`config.mk`:
```
export PLATFORM = sky130hd
export DESIGN_NAME = nibble_serial_add16
export DESIGN_NICKNAME = d
export VERILOG_FILES = /design/src/rtl/nibble_serial_add16.sv
export SDC_FILE = /design/constraint.sdc
export NUM_CORES = 1
export LEC_CHECK = 0
export BUFFER_PORTS_ARGS = -buffer_cell sky130_fd_sc_hd__buf_2
export CAP_MARGIN = 40
export CORE_ASPECT_RATIO = 0.5
export CORE_UTILIZATION = 30
export CTS_CLUSTER_SIZE = 24
export DETAILED_ROUTE_END_ITERATION = 8
export PLACE_DENSITY = 0.57
export REMOVE_ABC_BUFFERS = 1
export SYNTH_ARGS = -nofsm -noshare
export SYNTH_HDL_FRONTEND = slang
export SYNTH_SLANG_ARGS = --single-unit
export TNS_END_PERCENT = 100
```
`constraint.sdc`:
```
create_clock -name clk -period 7.7 [get_ports clk]
set_clock_uncertainty 0.15 [all_clocks]
set_input_delay 0.77 -clock clk [delete_from_list [all_inputs] [get_ports clk]]
set_output_delay 0.77 -clock clk [all_outputs]
set_load 0.005 [all_outputs]
```
`src/rtl/nibble_serial_add16.sv`:
```
// Nibble-serial W-bit adder/subtractor: one 4-bit ripple-carry stage is reused
// LSB-first for W/4 cycles, with a valid/ready handshake on each side.

module nibble_add4 (
  input  logic [3:0] a,
  input  logic [3:0] b,
  input  logic       cin,
  output logic [3:0] s,
  output logic       cout
);
  logic [4:0] c;

  assign c[0] = cin;

  generate
    for (genvar gi = 0; gi < 4; gi++) begin : g_fa
      assign s[gi]    = a[gi] ^ b[gi] ^ c[gi];
      assign c[gi+1]  = (a[gi] & b[gi]) | (c[gi] & (a[gi] ^ b[gi]));
    end
  endgenerate

  assign cout = c[4];
endmodule

module nibble_serial_add16 #(
  parameter int W = 16
) (
  input  logic         clk,
  input  logic         rst_n,
  input  logic         in_valid,
  output logic         in_ready,
  input  logic [W-1:0] a,
  input  logic [W-1:0] b,
  input  logic         c_in,
  input  logic         sub,
  output logic         out_valid,
  input  logic         out_ready,
  output logic [W-1:0] sum,
  output logic         c_out,
  output logic         ovf
);
  localparam int N  = W / 4;
  localparam int CW = (N > 1) ? $clog2(N) : 1;

  typedef enum logic [1:0] {IDLE, RUN, DONE} state_t;

  state_t        state_reg, state_next;
  logic [W-1:0]  a_reg, a_next;
  logic [W-1:0]  b_reg, b_next;
  logic [W-1:0]  sum_reg, sum_next;
  logic          carry_reg, carry_next;
  logic          c_out_reg, c_out_next;
  logic          ovf_reg, ovf_next;
  logic [CW-1:0] cnt_reg, cnt_next;

  logic [3:0]    nib_sum;
  logic          nib_cout;

  nibble_add4 u_add4 (
    .a    (a_reg[3:0]),
    .b    (b_reg[3:0]),
    .cin  (carry_reg),
    .s    (nib_sum),
    .cout (nib_cout)
  );

  always_ff @(posedge clk) begin
    if (!rst_n) begin
      state_reg <= IDLE;
      a_reg     <= '0;
      b_reg     <= '0;
      sum_reg   <= '0;
      carry_reg <= 1'b0;
      c_out_reg <= 1'b0;
      ovf_reg   <= 1'b0;
      cnt_reg   <= '0;
    end else begin
      state_reg <= state_next;
      a_reg     <= a_next;
      b_reg     <= b_next;
      sum_reg   <= sum_next;
      carry_reg <= carry_next;
      c_out_reg <= c_out_next;
      ovf_reg   <= ovf_next;
      cnt_reg   <= cnt_next;
    end
  end

  always_comb begin
    state_next = state_reg;
    a_next     = a_reg;
    b_next     = b_reg;
    sum_next   = sum_reg;
    carry_next = carry_reg;
    c_out_next = c_out_reg;
    ovf_next   = ovf_reg;
    cnt_next   = cnt_reg;
    in_ready   = 1'b0;
    out_valid  = 1'b0;

    case (state_reg)
      IDLE: begin
        in_ready = 1'b1;
        if (in_valid) begin
          // Subtraction is A + ~B + 1, so invert B once here and seed the carry.
          a_next     = a;
          b_next     = sub ? ~b : b;
          carry_next = sub ? 1'b1 : c_in;
          cnt_next   = '0;
          state_next = RUN;
        end
      end
      RUN: begin
        // Result fills from the top so the first nibble ends up at bit 0.
        sum_next   = (sum_reg >> 4) | (W'(nib_sum) << (W - 4));
        a_next     = a_reg >> 4;
        b_next     = b_reg >> 4;
        carry_next = nib_cout;
        cnt_next   = cnt_reg + CW'(1);
        if (cnt_reg == CW'(N - 1)) begin
          ovf_next   = (a_reg[3] == b_reg[3]) && (nib_sum[3] != a_reg[3]);
          c_out_next = nib_cout;
          state_next = DONE;
        end
      end
      DONE: begin
        out_valid = 1'b1;
        if (out_ready) state_next = IDLE;
      end
      default: state_next = IDLE;
    endcase
  end

  assign sum   = sum_reg;
  assign c_out = c_out_reg;
  assign ovf   = ovf_reg;
endmodule

```
==> impl_metrics.ini <==
[die]
ios = 58
die_area_mm2 = 0.00862
start_util = 0.323
core_mm2 = 0.00765
die_w_um = 130
rows = 22
die_h_um = 66.2

[worst_setup_path]
end_kind = primary output
r2r_slack_ns = 5.05
critPathLaunchType = flip-flop
r2r_end = ovf
reg2reg_from = a_reg[0]
critPathArrivalTime_ns = 1.74
max_stage_delay_ns = 0.72
setup.worst_path.class = reg -> out
cpMaxStageDelayCell = dfxtp_1
crit_path_start = state_reg[1]
critPathMaxFanout = 20
crit_path_cell_trace = inv_1 -> nor2_1 -> buf_2
worstPathRequired_ns = 6.78
cp_top_family = flip-flops
reg2reg_depth = 10
worst-path-buf-inv = 2

[clock_tree]
hold_buffers = 0
cts_buffers = 5
cts_setup_buffers = 0
cts.sinks = 55
cts.path.max_buffers = 2
tritoncts = built
path_clk_slew_ns = 0.08
cts_resized = 0
clk_latency_ns = 0.29
cts-root-buf = clkbuf_16
htreeDepth = 2

[power]
peakVddDrop_mv = 0.109
p_leak_nw = 1.18
power.density_mw_per_mm2 = 217

[final_layout]
n_antenna_cell = 0
layout-drive-gt1-share = 0.222
design_area_mm2 = 0.00295
nets = 358
final_cells = 423
area_growth_pct = 19.4

[global_routing]
grt_pass1_wl_um = 9470
grt_start_max_net_pins = 31
grt.overflow.total = 0
grt_pass1_vias = 1970
track_usage = 0.142
antenna_found_initial = 0

[timing]
hold_ws_ns = 0.305
period_needed_ns = 2.66
fin_ws_ns = 5.04
hold_violations = 0
fmax_ghz = 0.376
timing.setup.tns_ns = 0
slew_headroom = 0.475
rsz0062_at_grt = no
finalSetupViolCount = 0
drv_slew = 0
period_share = 0.345
worstMarginPinSlew_ns = 0.785

[synthesis]
seq_area_frac_synth = 0.446
syn_inst = 271
syn_avg_cell_area_um2 = 9.11
synth_common_cells = 55 x dfxtp_1, 29 x nand2_1, 29 x nor2_1, 28 x a21oi_1, 13 x xnor2_1
async_flop_share = 0
synth-seq-cells = 55
synth_ff_type = dfxtp_1
ys_types = 35
synth_area_leaders = dfxtp_1 45%, a21oi_1 5.7%, a221o_1 4.9%
synth_area_mm2 = 0.00247
yosysTopAreaCell = dfxtp_1
synth.yosys.warnings = 0
post-synth-top-count-cell = dfxtp_1
synth_top_cell_area_share = 0.446
synth_edf_count = 0

[hold_path]
holdPathEnd = sum[3]
min-delay-start = sum[3]
min_path_cells = 2
hold_class = reg -> reg

[routing]
ant_nets = 0
first_pass_iters = 4
drc = 0
drt-wirelength-per-cell_um = 13.6
drtIter0Drc = 135
wirelength_um = 5740
vias = 2058
routed_via_density = 4.87

[place]
portBuffers = 57
dp_cells = 415
pre_cts_slack_ns = 5.05
gp_congestion = 0.707
dp_hpwl_um = 4030
placedInstanceArea_mm2 = 0.00279

[run]
cap_violations = 0

[run_status]
status = completed
[through the flow]
| step | util | total power [mW] |
|---|---|---|
| 2_1_floorplan | - | 0.376 |
| 3_3_place_gp | 0.363 | 0.410 |
| 3_5_place_dp | 0.365 | 0.413 |
| 4_1_cts | 0.385 | 0.644 |
| 5_1_grt | 0.385 | 0.671 |
| 6_report | 0.385 | 0.640 |
[cell type report]
| cell class | instances | area (um^2) |
|---|---|---|
| Clock buffer | 6 | 139 |
| Clock inverter | 2 | 16.3 |
| Fill cell | 811 | 4700 |
| Inverter | 10 | 37.5 |
| Multi-Input combinational cell | 184 | 1220 |
| Sequential cell | 55 | 1100 |
| Tap cell | 108 | 135 |
| Timing Repair Buffer | 58 | 300 |
[kinds of logic (layout without fill, tap and decap cells)]
logic type	count (synthesis)	count (layout)	synth area share
AO/OA/AOI/OAI	83	83	0.234
XOR/XNOR	17	17	0.0603
flip-flops	55	55	0.446
adder cells (fa/ha/maj)	6	6	0.0426
AND/OR/NAND/NOR	78	78	0.158
buffers and inverters	32	76	0.0603
[worst register-to-register path, cell delays in order (launching register included)]
cell and delay, ns:
dfxtp_1 0.34, fa_1 0.41, inv_1 0.07, fa_1 0.15, inv_1 0.05, fa_1 0.35
inv_1 0.08, fa_1 0.45, xnor2_1 0.16, nand3_1 0.09, o32ai_1 0.26
[routing by layer]
layer  vias to the layer above  GRT usage  share of wire  routed length (um)
li1                       1039          -              -                   -
met1                       961      0.184           0.49                2800
met2                        56      0.237           0.46                2620
met3                         2     0.0324          0.049                 281
met4                         0     0.0392         0.0056                  32
met5                         -          0              0                   0
[layout by cell type, fill, tap and decap left out, drive strengths merged, types with 2 or more instances in the layout]
cell type and count:
buf 58, dfxtp 55, nor2 29, nand2 29, a21oi 28, xnor2 13
a221o 12, o21ai 12, or3b 11, o221ai 11, inv 10, a22oi 9
clkbuf 6, xor2 4, a211oi 4, fa 4, nand2b 2, o21a 2
ha 2
[how the worst max path moves through the flow]
stage | cells past startpoint | slack (ns) | to
6_report | 3 | 5.04 | out_valid
4_1_cts | 10 | 5.04 | ovf
3_3_place_gp | 3 | 5.10 | b_reg[9]
2_1_floorplan | 10 | 5.22 | ovf
3_5_place_dp | 10 | 5.05 | ovf
5_1_grt | 3 | 4.83 | out_valid
[power breakdown]
part	internal, mW	switching, mW
sequential	0.304	0.0162
clock	0.130	0.103
combinational	0.0401	0.0467
total	0.474	0.166
No activity file was read; power rests on OpenSTA's default activity.
